**src/rtl/param_updown_counter.sv**
```systemverilog
`default_nettype none
// ============================================================================
// Module      : param_updown_counter
// Description : Parametrised up/down event/timebase counter with wrap or
//               saturate at the modulus bounds, synchronous clear and load,
//               registered overflow/underflow pulses, sticky status flags and
//               a combinational terminal-count flag.
// Revision    : 1.0 - initial release
// ----------------------------------------------------------------------------
// Parameters
//   WIDTH      counter width in bits (2..32)
//   MODULUS    count range 0..MODULUS-1, 2 <= MODULUS <= 2^WIDTH
// Ports
//   clk        in   system clock, rising edge
//   Reset      in   asynchronous active-low reset
//   EN         in   count enable
//   CLR        in   synchronous clear (highest priority)
//   LOAD       in   synchronous load of load_value (clamped to MODULUS-1)
//   load_value in   value taken when LOAD=1
//   UP         in   1 = increment, 0 = decrement
//   MODE       in   0 = wrap at modulus, 1 = saturate at bounds
//   FLAG_CLR   in   synchronous clear of the sticky flags
//   counter    out  current count (registered)
//   OV / UV    out  one-cycle overflow / underflow pulses (registered)
//   TC         out  terminal count in the current direction (combinational)
//   OV_sticky  out  latched overflow status
//   UV_sticky  out  latched underflow status
// ============================================================================
module param_updown_counter #(
    parameter int WIDTH   = 8,
    parameter int MODULUS = 256
) (
    input  logic             clk,
    input  logic             Reset,
    input  logic             EN,
    input  logic             CLR,
    input  logic             LOAD,
    input  logic [WIDTH-1:0] load_value,
    input  logic             UP,
    input  logic             MODE,
    input  logic             FLAG_CLR,
    output logic [WIDTH-1:0] counter,
    output logic             OV,
    output logic             UV,
    output logic             TC,
    output logic             OV_sticky,
    output logic             UV_sticky
);

    // Upper bound held in WIDTH bits; with MODULUS = 2^WIDTH this is all ones,
    // so the wrap path coincides with natural binary rollover.
    localparam logic [WIDTH-1:0] MAX_VAL = WIDTH'(MODULUS - 1);

    logic [WIDTH-1:0] cnt_q, cnt_d;
    logic             ov_q, ov_d;
    logic             uv_q, uv_d;
    logic             ovs_q, ovs_d;
    logic             uvs_q, uvs_d;

    always_comb begin
        cnt_d = cnt_q;
        ov_d  = 1'b0;
        uv_d  = 1'b0;

        if (CLR) begin
            cnt_d = '0;
        end else if (LOAD) begin
            // Out-of-range loads clamp so the count never leaves 0..MODULUS-1.
            cnt_d = (load_value > MAX_VAL) ? MAX_VAL : load_value;
        end else if (EN) begin
            if (UP) begin
                if (cnt_q >= MAX_VAL) begin
                    ov_d  = 1'b1;
                    cnt_d = MODE ? MAX_VAL : '0;
                end else begin
                    cnt_d = cnt_q + 1'b1;
                end
            end else begin
                if (cnt_q == '0) begin
                    uv_d  = 1'b1;
                    cnt_d = MODE ? '0 : MAX_VAL;
                end else begin
                    cnt_d = cnt_q - 1'b1;
                end
            end
        end

        // A set event on the same edge as FLAG_CLR wins.
        ovs_d = ov_d | (ovs_q & ~FLAG_CLR);
        uvs_d = uv_d | (uvs_q & ~FLAG_CLR);
    end

    always_ff @(posedge clk or negedge Reset) begin
        if (!Reset) begin
            cnt_q <= '0;
            ov_q  <= 1'b0;
            uv_q  <= 1'b0;
            ovs_q <= 1'b0;
            uvs_q <= 1'b0;
        end else begin
            cnt_q <= cnt_d;
            ov_q  <= ov_d;
            uv_q  <= uv_d;
            ovs_q <= ovs_d;
            uvs_q <= uvs_d;
        end
    end

    assign counter   = cnt_q;
    assign OV        = ov_q;
    assign UV        = uv_q;
    assign OV_sticky = ovs_q;
    assign UV_sticky = uvs_q;
    assign TC        = (UP && (cnt_q == MAX_VAL)) || (!UP && (cnt_q == '0));

endmodule
`default_nettype wire

```
**config.mk**
```make
export PLATFORM = sky130hd
export DESIGN_NAME = param_updown_counter
export DESIGN_NICKNAME = d
export VERILOG_FILES = /design/src/rtl/param_updown_counter.sv
export SDC_FILE = /design/constraint.sdc
export NUM_CORES = 1
export LEC_CHECK = 0
export BUFFER_PORTS_ARGS = -buffer_cell sky130_fd_sc_hd__clkbuf_2
export CORE_MARGIN = 1
export CORE_UTILIZATION = 52
export CTS_CLUSTER_SIZE = 40
export DETAILED_ROUTE_END_ITERATION = 8
export PLACE_DENSITY = 0.81
export SLEW_MARGIN = 5
export SYNTH_ARGS = -nofsm -noshare
export SYNTH_HDL_FRONTEND = slang
export SYNTH_SLANG_ARGS = --single-unit
```
**constraint.sdc**
```tcl
create_clock -name clk -period 2.9 [get_ports clk]
set_clock_uncertainty 0.1 [all_clocks]
set_input_delay 0.435 -clock clk [delete_from_list [all_inputs] [get_ports clk]]
set_output_delay 0.435 -clock clk [all_outputs]
set_load 0.02 [all_outputs]
```
Yosys cells after proc, flatten, opt, wreduce, memory -nomap -nowiden:

Index checks and enable logic that the tools add are counted.

* add/subtract/negate cells: 2
* $lt $le $gt $ge: 2
* equality and inequality tests: 1
* muxes and demuxes: 19
* bitwise logic cells: 5
* reductions and logical operators: 6

Operator list (number)
* 2-to-1 mux 8 bit: 9
* 2-to-1 mux 1 bit: 10
* adder 8 x 1 -> 8 bit (second input constant): 1
* equality test 8 bit (second input constant): 1
* >= comparator 8 bit (second input constant): 1
* greater-than comparator 8 bit (second input constant): 1
* logical NOT 8 bit: 1
* subtractor 8 x 1 -> 8 bit (second input constant): 1
* nonzero test 3 bit: 1
* bitwise AND 1 bit: 2
* logical AND 1 bit: 2
* OR 1 bit: 2
* logical NOT 1 bit: 1
* logical OR 1 bit: 1
* NOT 1 bit: 1

* flip-flop bits (word level): 12
* bits of input ports: 16
* output and inout bits: 13
* word-level logic and storage cells: 40

Logic depth before layout (Yosys ltp):

Gate-level depths: netlist of the first run.

* word-level depth: 7
* gate-level depth with buffers: 9
* mapped depth without buffers: 7

Least setup slack after synthesis of the first run:

OpenSTA, ideal clock, no wires.

* kind: reg2out
* from: reg cnt_q[0], in the netlist counter[0]
* to: out TC
* arrival time: 2.224 ns
* required time: 2.365 ns
* slack: 0.141 ns
* stages on the path, launching flop included: 8
* path buffers: 2
* cell sequence: dfrtp_1 > clkbuf_1 > inv_1 > ha_1 > or3b_2 > or2_1 > buf_6 > o21ai_0

* cells in the longest elaborated chain, start to end: 3
* elaborated cells on any way between the ends: 5
* those cells by class: eq/ne (1); reduce/logical (4)

Ends and longest elaborated chain
* from (decl): RTL line 54 `logic [WIDTH-1:0] cnt_q, cnt_d;`
* from (signal assigned): RTL line 101 `cnt_q <= cnt_d;`
* equality test 8 bit / logical NOT 8 bit (equally long branches): RTL line 114 `assign TC = (UP && (cnt_q == MAX_VAL)) || (!UP && (cnt_q == '0));`
* logical AND 1 bit: RTL line 114
* logical OR 1 bit *: RTL line 114
* to (decl): RTL line 45 `output logic TC,`

Every way passes the cells marked *; elsewhere a longest branch is shown, timed or not.

Worst setup path in the final report of the first run:

Same ends and word-level chain as after synthesis.

==> run_results.csv, run 1 <==
group,metric,value,unit
setup_path,r2r-start,"counter[0]",
logic_synthesis,synth_edf_count,0,
sta,min_period_over_period,0.945,
cells_and_area,diodes,0,
logic_synthesis,async_flop_share,1.00,
floorplan,ios,29,
sta,fin_crit,2.74,ns
setup_path,required,2.37,ns
route,drt-initial-drc-count,30,
sta,finalSetupViolCount,0,
placed_design,detailed_place.area,1240,um^2
cts,cts_setup_buffers,0,
logic_synthesis,synth_compound_area_frac,0.306,
cts,cts_sinks,12,
sta,max_freq,365,MHz
logic_synthesis,yosysSeqAreaShare,0.263,
cts,cts_buffer_depth,2,
route,wl_per_cell,14.8,um
cts,htreeDepth,1,
worst_hold_path,min-delay-start,"load_value[6]",
run,cap_violations,0,
outcome,outcome,"complete, no violations",
sta,finalMaxSlewViolations,0,
logic_synthesis,synth_area_leaders,"dfrtp_1, a21oi_1, buf_6",
cells_and_area,layout.nets,187,
cts,cts_tree,"built",
logic_synthesis,synth-main-ff-cell,"dfrtp_1",
route,vias,1183,
logic_synthesis,synth_top_area_cell,"dfrtp_1",
power_and_ir_drop,power,0.000531,W
logic_synthesis,synth_cell_types,45,
power_and_ir_drop,ir_drop,0.255,mV
route,postRouteAntennaNets,0,
logic_synthesis,ys_ff_latch,12,
grt,grt_pass1_wl,4970,um
worst_hold_path,worstHoldPathType,"in2reg",
setup_path,critical_path.slowest_cell,"dfrtp_2",
grt,grt_overflow,0,
route,firstDrtPassIters,4,
logic_synthesis,synth_top_family_by_area,"compound AO/OA/AOI/OAI gates",
floorplan,die-height,48.8,um
floorplan,std_cell_rows,16,
cells_and_area,drive_gt1_frac,0.269,
cells_and_area,fin_area,1290,um^2
sta,fin_tns_setup,0,ns
setup_path,path_cells,"inv_1 > ha_1 > or3b_2 > or2_4 > o21ai_0 > clkbuf_2",
cts,cts_root_buf,"clkbuf_4",
power_and_ir_drop,leakagePower,0.586,nW
setup_path,cp-start-kind,"register",
setup_path,crit_type,"reg2out",
setup_path,critPathTopFamily,"simple AND/OR/NAND/NOR gates",
floorplan,dieArea,2380,um^2
setup_path,crit_path_start,"counter[0]",
setup_path,crit_buf_inv,2,
placed_design,dp_hpwl,2070,um
cells_and_area,multi_input_area,718,um^2
logic_synthesis,synth_top_cell_area_share,0.263,
logic_synthesis,synth_xor_area_frac,0.0384,
setup_path,crit_path_max_incr_delay,0.48,ns
sta,slew_headroom,0.580,
sta,finalHoldViolations,0,
route,vias_per_cell,6.10,
logic_synthesis,synthAdderAreaFrac,0.0329,
logic_synthesis,netlist_instances,145,
cells_and_area,layout_common_cells,"clkbuf_2, a21oi_1, dfrtp_1, inv_1, nor2_1",
cells_and_area,layout_commonest_cell,"clkbuf_2",
setup_path,crit_arrival,2.20,ns
sta,grt_setup_unrepaired,"false",
cts,clk_latency,0.28,ns
route,remaining_drc_errors,0,
placed_design,gp_congestion,0.918,
grt,antenna_found_initial,0,
floorplan,fp.dieW,48.8,um
logic_synthesis,syn_nets,164,
grt,grt_max_degree,24,
logic_synthesis,ys_warn_count,0,
power_and_ir_drop,power.density,410,nW/um^2
logic_synthesis,syn_area,1140,um^2
floorplan,initial_core_util,0.569,
cts,clkTransAtPathRegs,0.09,ns
sta,tightest_slew,0.625,ns
logic_synthesis,synth-simple-area-share,0.224,
route,wirelength,2870,um
cells_and_area,seqCellArea,303,um^2
placed_design,port_buffers,28,
setup_path,cp_max_fo,11,
setup_path,endpoint_kind,"primary output",
cts,cts-buffers-inserted,3,
logic_synthesis,synthMuxAreaShare,0.0263,
cells_and_area,nFillCells,194,
floorplan,core_region_area,2000,um^2
grt,grt_pass1_vias,1079,
logic_synthesis,syn_area_per_cell,7.86,um^2
grt,gr-usage-all-layers,0.266,
cells_and_area,syn2layout_area_growth,13.5,%
## where the power goes
part	internal, W	switching (W)
clock network	0.0000764	0.0000669
registers	0.000178	0.0000229
logic	0.0000789	0.000108
total	0.000333	0.000198
## cells by family after synthesis
logic type / Yosys count
AO/OA/AOI/OAI: 54
AND/OR/NAND/NOR: 45
buffers and inverters: 23
flip-flops: 12
XOR/XNOR: 5
multiplexers: 3
adder cells (fa/ha/maj): 3
## cells in the mapped netlist (3+ instances only)
library cell / instances
nand4_1: 3
clkbuf_1: 4
o31ai_1: 3
buf_6: 4
dfrtp_1: 12
o21ai_0: 7
a21oi_1: 21
nand2_1: 7
nand2b_1: 3
a211oi_1: 5
a31oi_1: 3
inv_1: 10
mux2i_1: 3
xnor2_1: 5
nor2_1: 8
nor3_1: 6
ha_1: 3
## worst paths after layout
kind	depth (start not counted)	slack (ns)	endpoint
setup / recovery	6	0.16	TC
min in group asynchronous	2	0.48	counter[6]
setup reg to reg	7	0.44	counter[2]
max in group asynchronous	2	1.94	counter[1]
hold / removal	3	0.28	counter[6]
hold reg to reg	1	0.39	UV_sticky
## worst reg2reg max path: stages (launching register included)
cell and delay [ns]:
dfrtp_2 0.48, inv_1 0.13, ha_1 0.21, or3b_2 0.48
nor3_1 0.50, a21oi_1 0.08, a211oi_1 0.28, a211oi_1 0.08
## metrics by stage
stage                     cells  hold WS, ns  setup WS (ns)   util
after floorplan             145       0.0394          0.141      -
after global placement      189        0.237          0.454  0.621
after detailed placement    189        0.251          0.398  0.621
after CTS                   194        0.285         0.0778  0.644
after global routing        194        0.287         0.0251  0.646
final                       194        0.285          0.160  0.646
## metal layers
layer  GRT usage  part of all wire
met5           0                 0
met1       0.382              0.46
met2       0.410              0.47
met4      0.0882             0.011
met3      0.0343             0.059
## what timing repair did
| item | 4_1_cts | 5_1_grt |
|---|---|---|
| endpoints found under the setup margin | 0 | 1 |
| hold buffers | 1 | 0 |
| hold endpoints to repair | 12 | 0 |
| resized for setup | 0 | 3 |
## area by class of cell
type                       count  share of cell area
timing repair buffer          31               0.128
tap                           27              0.0261
multi-input combinational    110               0.555
clock buffer                   4              0.0280
inverter                      10              0.0290
sequential                    12               0.234
## registers in the layout (all words and copies together), names as in the netlist
name       count
OV             1
OV_sticky      1
UV_sticky      1
UV             1
counter        8
(Power assumes the default switching activity.)
==> inputs of run 2 (changes only) <==
CORE_UTILIZATION = 45   (was 52)
PLACE_DENSITY = 0.72   (was 0.81)
==> run 2 against run 1 <==
Cell count increased by 1.0%. Maximum frequency decreased by 2.0%. Via count increased by 0.59%. Register-to-register slack improved by 0.09 ns. Flip-flop and latch count unchanged. Power increased by 1.2%. Global-route usage decreased by 2.2 points. Critical path depth unchanged. Utilization decreased by 8.0 points. Final area increased by 0.48%. Sequential share of layout area decreased by 0.11 points. Hold slack improved by 0.012 ns. Critical path type unchanged. Critical endpoint unchanged. Largest cell class unchanged.
==> run_results.csv, run 2 (synthesis results as in run 1) <==
group,metric,value,unit
outcome,outcome,"complete, no violations",
cts,cts_root_buf,"clkbuf_4",
sta,tightest_slew,0.434,ns
cts,cts_buffer_depth,2,
power_and_ir_drop,ir_drop,0.236,mV
cells_and_area,layout_commonest_cell,"clkbuf_2",
placed_design,dp_hpwl,2170,um
cts,clkTransAtPathRegs,0.10,ns
cells_and_area,seqCellArea,303,um^2
route,firstDrtPassIters,4,
setup_path,worst-r2r-setup-slack,0.53,ns
sta,fin_tns_setup,0,ns
route,wl_per_cell,15.5,um
power_and_ir_drop,power.density,413,nW/um^2
placed_design,gp_congestion,0.889,
sta,timing.final.ws_setup,0.106,ns
cells_and_area,post-route-util,0.566,
sta,fin_crit,2.79,ns
floorplan,std_cell_rows,17,
route,postRouteAntennaNets,0,
floorplan,initial_core_util,0.496,
run,cap_violations,0,
sta,finalSetupViolCount,0,
sta,grt_setup_unrepaired,"false",
route,remaining_drc_errors,0,
floorplan,dieArea,2740,um^2
floorplan,die-height,52.3,um
sta,hold_slack,0.297,ns
grt,antenna_found_initial,0,
cells_and_area,nFillCells,231,
sta,finalMaxSlewViolations,0,
cells_and_area,syn2layout_area_growth,14.1,%
cts,clk_latency,0.29,ns
cells_and_area,layout_common_cells,"clkbuf_2, a21oi_1, dfrtp_1, inv_1, nor2_1",
floorplan,fp.dieW,52.3,um
setup_path,required,2.37,ns
grt,gr-usage-all-layers,0.243,
cts,cts_sinks,12,
worst_hold_path,min_to,"counter[6]",
setup_path,worstRegToRegCells,7,
route,drt-initial-drc-count,42,
setup_path,crit_type,"reg2out",
sta,finalHoldViolations,0,
setup_path,cp-start-kind,"register",
grt,grt_pass1_vias,1037,
cells_and_area,layout.nets,188,
setup_path,timing.rr.end,"counter[4]",
grt,grt_pass1_wl,4910,um
cts,htreeDepth,1,
floorplan,ios,29,
setup_path,crit_arrival,2.26,ns
sta,slew_headroom,0.703,
cells_and_area,multi_input_area,716,um^2
placed_design,pre_cts_slack,0.382,ns
setup_path,endpoint_kind,"primary output",
floorplan,core_region_area,2300,um^2
worst_hold_path,worstHoldPathType,"in2reg",
cells_and_area,drive_gt1_frac,0.268,
grt,grt_overflow,0,
route,wirelength,3040,um
route,vias,1190,
grt,grt_max_degree,24,
placed_design,port_buffers,28,
cts,cts-buffers-inserted,3,
sta,min_period_over_period,0.964,
sta,max_freq,358,MHz
power_and_ir_drop,power,0.000537,W
setup_path,cp_max_fo,11,
power_and_ir_drop,leakagePower,0.590,nW
cells_and_area,largest_register_ffs,8,
cts,cts_tree,"built",
cells_and_area,diodes,0,
setup_path,r2r-start,"counter[0]",
route,vias_per_cell,6.07,
worst_hold_path,min-delay-start,"load_value[6]",
worst_hold_path,whs_path_depth,3,
-- run 2: changes by cell type in the layout (fill, tap and decap cells not counted), sizes merged --
| cell | previous run | this run |
|---|---|---|
| buf | 2 | 3 |
-- run 2: per-layer routing --
layer / track usage / up-vias / part of all wire
met4: 0.0877 / 0 / 0.0099
met3: 0.0377 / 8 / 0.068
met5: 0 / - / 0
met2: 0.386 / 57 / 0.46
met1: 0.330 / 549 / 0.46
li1: - / 576 / -
-- run 2: power breakdown --
group	total (W)	internal [W]	switching, W
combinational	0.000189	0.0000788	0.000110
clock	0.000148	0.0000764	0.0000711
sequential	0.000201	0.000178	0.0000229
total	0.000537	0.000333	0.000204
-- run 2: area by class of cell --
type / count / share of cell area
flip-flops and latches: 12 / 0.233
clock buffers: 4 / 0.0279
inverters: 10 / 0.0289
repair buffers: 32 / 0.133
well taps: 28 / 0.0269
multi-input cells: 110 / 0.551
-- run 2: metrics by stage --
step	instances	cell area [um^2]
floorplan	145	1140
global placement	191	1250
detailed placement	191	1250
CTS	196	1300
global route	196	1300
finish	196	1300
-- run 2: how the worst max path moves through the flow --
stage | start | endpoint | slack (ns) | cells after the start
2_1_floorplan | counter[0] | TC | 0.14 | 7
3_3_place_gp | counter[0] | TC | 0.45 | 6
3_5_place_dp | counter[0] | TC | 0.38 | 6
4_1_cts | counter[0] | TC | 0.05 | 6
5_1_grt | counter[0] | TC | 0.002 | 6
6_report | counter[0] | TC | 0.11 | 6
-- run 2: repair_timing --
action / CTS / global route
resized for setup: 0 / 3
hold buffers: 1 / 0
endpoints found under the hold margin: 12 / 0
setup buffers: 0 / 0
setup endpoints to repair: 0 / 1
-- run 2: critical path, stage by stage, from the launching register on --
cell      delay [ns]
dfrtp_2         0.49
inv_1           0.13
ha_1            0.21
or3b_2          0.48
or2_1           0.31
o21ai_1         0.16
clkbuf_2        0.19
==> inputs of run 3 (changes only) <==
CTS_BUF_LIST = sky130_fd_sc_hd__clkbuf_8   (was unset)
GPL_ROUTABILITY_DRIVEN = 1   (was unset)
==> run 3 against run 2 <==
Combinational power hardly changed. Sequential power is essentially flat. Clock power rose by 32%. Hold slack gained 0.041 ns. Routed wire length increased by 0.79%. Final area rose by 1.4%. Power is 8.9% higher. First-iteration DRC count grew 36%. Clock-buffer cell count did not move. Maximum frequency increased by 1.1%. Cell count unchanged. Critical path type unchanged. Largest cell class unchanged.
==> run_results.csv, run 3 (synthesis results as in run 1) <==
group,metric,value,unit
worst_hold_path,worstHoldPathType,"in2reg",
route,firstDrtPassIters,4,
power_and_ir_drop,ir_drop,0.259,mV
placed_design,gp_congestion,0.889,
floorplan,std_cell_rows,17,
placed_design,port_buffers,28,
cells_and_area,diodes,0,
sta,finalSetupViolCount,0,
setup_path,cp_max_fo,11,
setup_path,critical_path.slowest_cell,"or3b_2",
cts,cts_buffer_depth,2,
power_and_ir_drop,power.density,444,nW/um^2
outcome,outcome,"complete, no violations",
route,vias,1196,
grt,grt_pass1_vias,1052,
sta,max_freq,362,MHz
route,drt-initial-drc-count,57,
grt,antenna_found_initial,0,
power_and_ir_drop,pwr-share-comb,0.324,
power_and_ir_drop,sw_frac_of_total,0.355,
sta,fin_tns_setup,0,ns
sta,finalHoldViolations,0,
setup_path,crit_buf_inv,2,
cts,cts_root_buf,"clkbuf_8",
cells_and_area,layout_common_cells,"clkbuf_2, a21oi_1, dfrtp_1, inv_1, nor2_1",
worst_hold_path,whs_path_depth,3,
cts,clkTransAtPathRegs,0.06,ns
grt,grt_pass1_wl,5000,um
floorplan,initial_core_util,0.496,
floorplan,dieArea,2740,um^2
setup_path,worstRegToRegCells,7,
route,vias_per_cell,6.10,
setup_path,crit_arrival,2.23,ns
floorplan,core_region_area,2300,um^2
cells_and_area,drive_gt1_frac,0.268,
floorplan,ios,29,
setup_path,critPathTopFamily,"simple AND/OR/NAND/NOR gates",
setup_path,endpoint_kind,"primary output",
setup_path,crit_path_max_incr_delay,0.49,ns
cells_and_area,syn2layout_area_growth,15.7,%
power_and_ir_drop,p_int,0.000377,W
power_and_ir_drop,power_frac_clock,0.333,
route,remaining_drc_errors,0,
route,wirelength,3060,um
cells_and_area,layout_commonest_cell,"clkbuf_2",
sta,fin_crit,2.76,ns
route,wl_per_cell,15.6,um
setup_path,cp-start-kind,"register",
grt,grt_overflow,0,
route,postRouteAntennaNets,0,
placed_design,dp_hpwl,2170,um
cells_and_area,largest_register_ffs,8,
setup_path,path_depth,6,
run,cap_violations,0,
cts,cts_tree,"built",
setup_path,crit_type,"reg2out",
cts,cts_sinks,12,
cts,cts-buffers-inserted,3,
setup_path,path_cells,"inv_1 > ha_1 > or3b_2 > or2_1 > o21ai_1 > clkbuf_2",
setup_path,required,2.37,ns
cells_and_area,layout.nets,188,
sta,finalMaxSlewViolations,0,
sta,grt_setup_unrepaired,"false",
cts,clk_latency,0.25,ns
power_and_ir_drop,seqPwrFrac,0.343,
grt,gr-usage-all-layers,0.249,
cts,htreeDepth,1,
power_and_ir_drop,leakagePower,0.598,nW
sta,tightest_slew,0.470,ns
cells_and_area,post-route-util,0.574,
placed_design,detailed_place.area,1250,um^2
floorplan,fp.dieW,52.3,um
cts,cts_setup_buffers,0,
floorplan,die-height,52.3,um
sta,slew_headroom,0.687,
cells_and_area,fin_area,1320,um^2
sta,min_period_over_period,0.953,
grt,grt_max_degree,24,
power_and_ir_drop,switchingPower,0.000208,W
run 3: power by group through the flow:
stage	sequential (W)	clock (W)	combinational, W
floorplan	0.000202	0	0.000141
detailed placement	0.000203	0	0.000185
global placement	0.000201	0	0.000181
CTS	0.000200	0.000199	0.000188
finish	0.000201	0.000195	0.000190
global route	0.000203	0.000206	0.000207
run 3: layout make-up:
cell class	count	area (um^2)
tap	28	35.0
inverter	10	37.5
fill	227	978
timing repair buffer	32	173
sequential	12	303
clock buffer	4	55.1
multi-input combinational	110	716
run 3: path summary, 6_finish.rpt:
check	start	end	slack [ns]
setup / recovery	counter[0]	TC	0.14
hold / removal	load_value[6]	counter[6]	0.34
setup reg to reg	counter[0]	counter[4]	0.52
hold reg to reg	UV_sticky	UV_sticky	0.38
max in group asynchronous	Reset	counter[1]	1.93
min in group asynchronous	Reset	counter[6]	0.50
run 3: timing repair:
item,CTS,global route
endpoints found under the setup margin,0,1
gates resized for setup,0,3
hold endpoints to repair,12,0
hold buffers,1,0
run 3: stage by stage:
| stage | hold slack, ns | total power (W) | worst slack, ns | cells |
|---|---|---|---|---|
| 6_report | 0.338 | 0.000585 | 0.136 | 196 |
| 3_3_place_gp | 0.243 | 0.000383 | 0.449 | 191 |
| 2_1_floorplan | 0.0394 | 0.000343 | 0.141 | 145 |
| 5_1_grt | 0.362 | 0.000616 | 0.0229 | 196 |
| 3_5_place_dp | 0.250 | 0.000387 | 0.382 | 191 |
| 4_1_cts | 0.333 | 0.000586 | 0.0623 | 196 |
run 3: worst register-to-register path, stage by stage, from the launching register on:
cell      delay [ns]
dfrtp_2         0.47
inv_1           0.13
ha_1            0.22
or3b_2          0.49
or2_1           0.32
a211oi_1        0.24
a21oi_1         0.08
a211oi_2        0.24
run 3: per-layer routing:
metal,global-route usage,part of all wire,vias to the layer above
met2,0.407,0.47,68
met4,0.101,0.014,0
met5,0,0,-
li1,-,-,577
met3,0.0406,0.084,5
met1,0.323,0.44,546
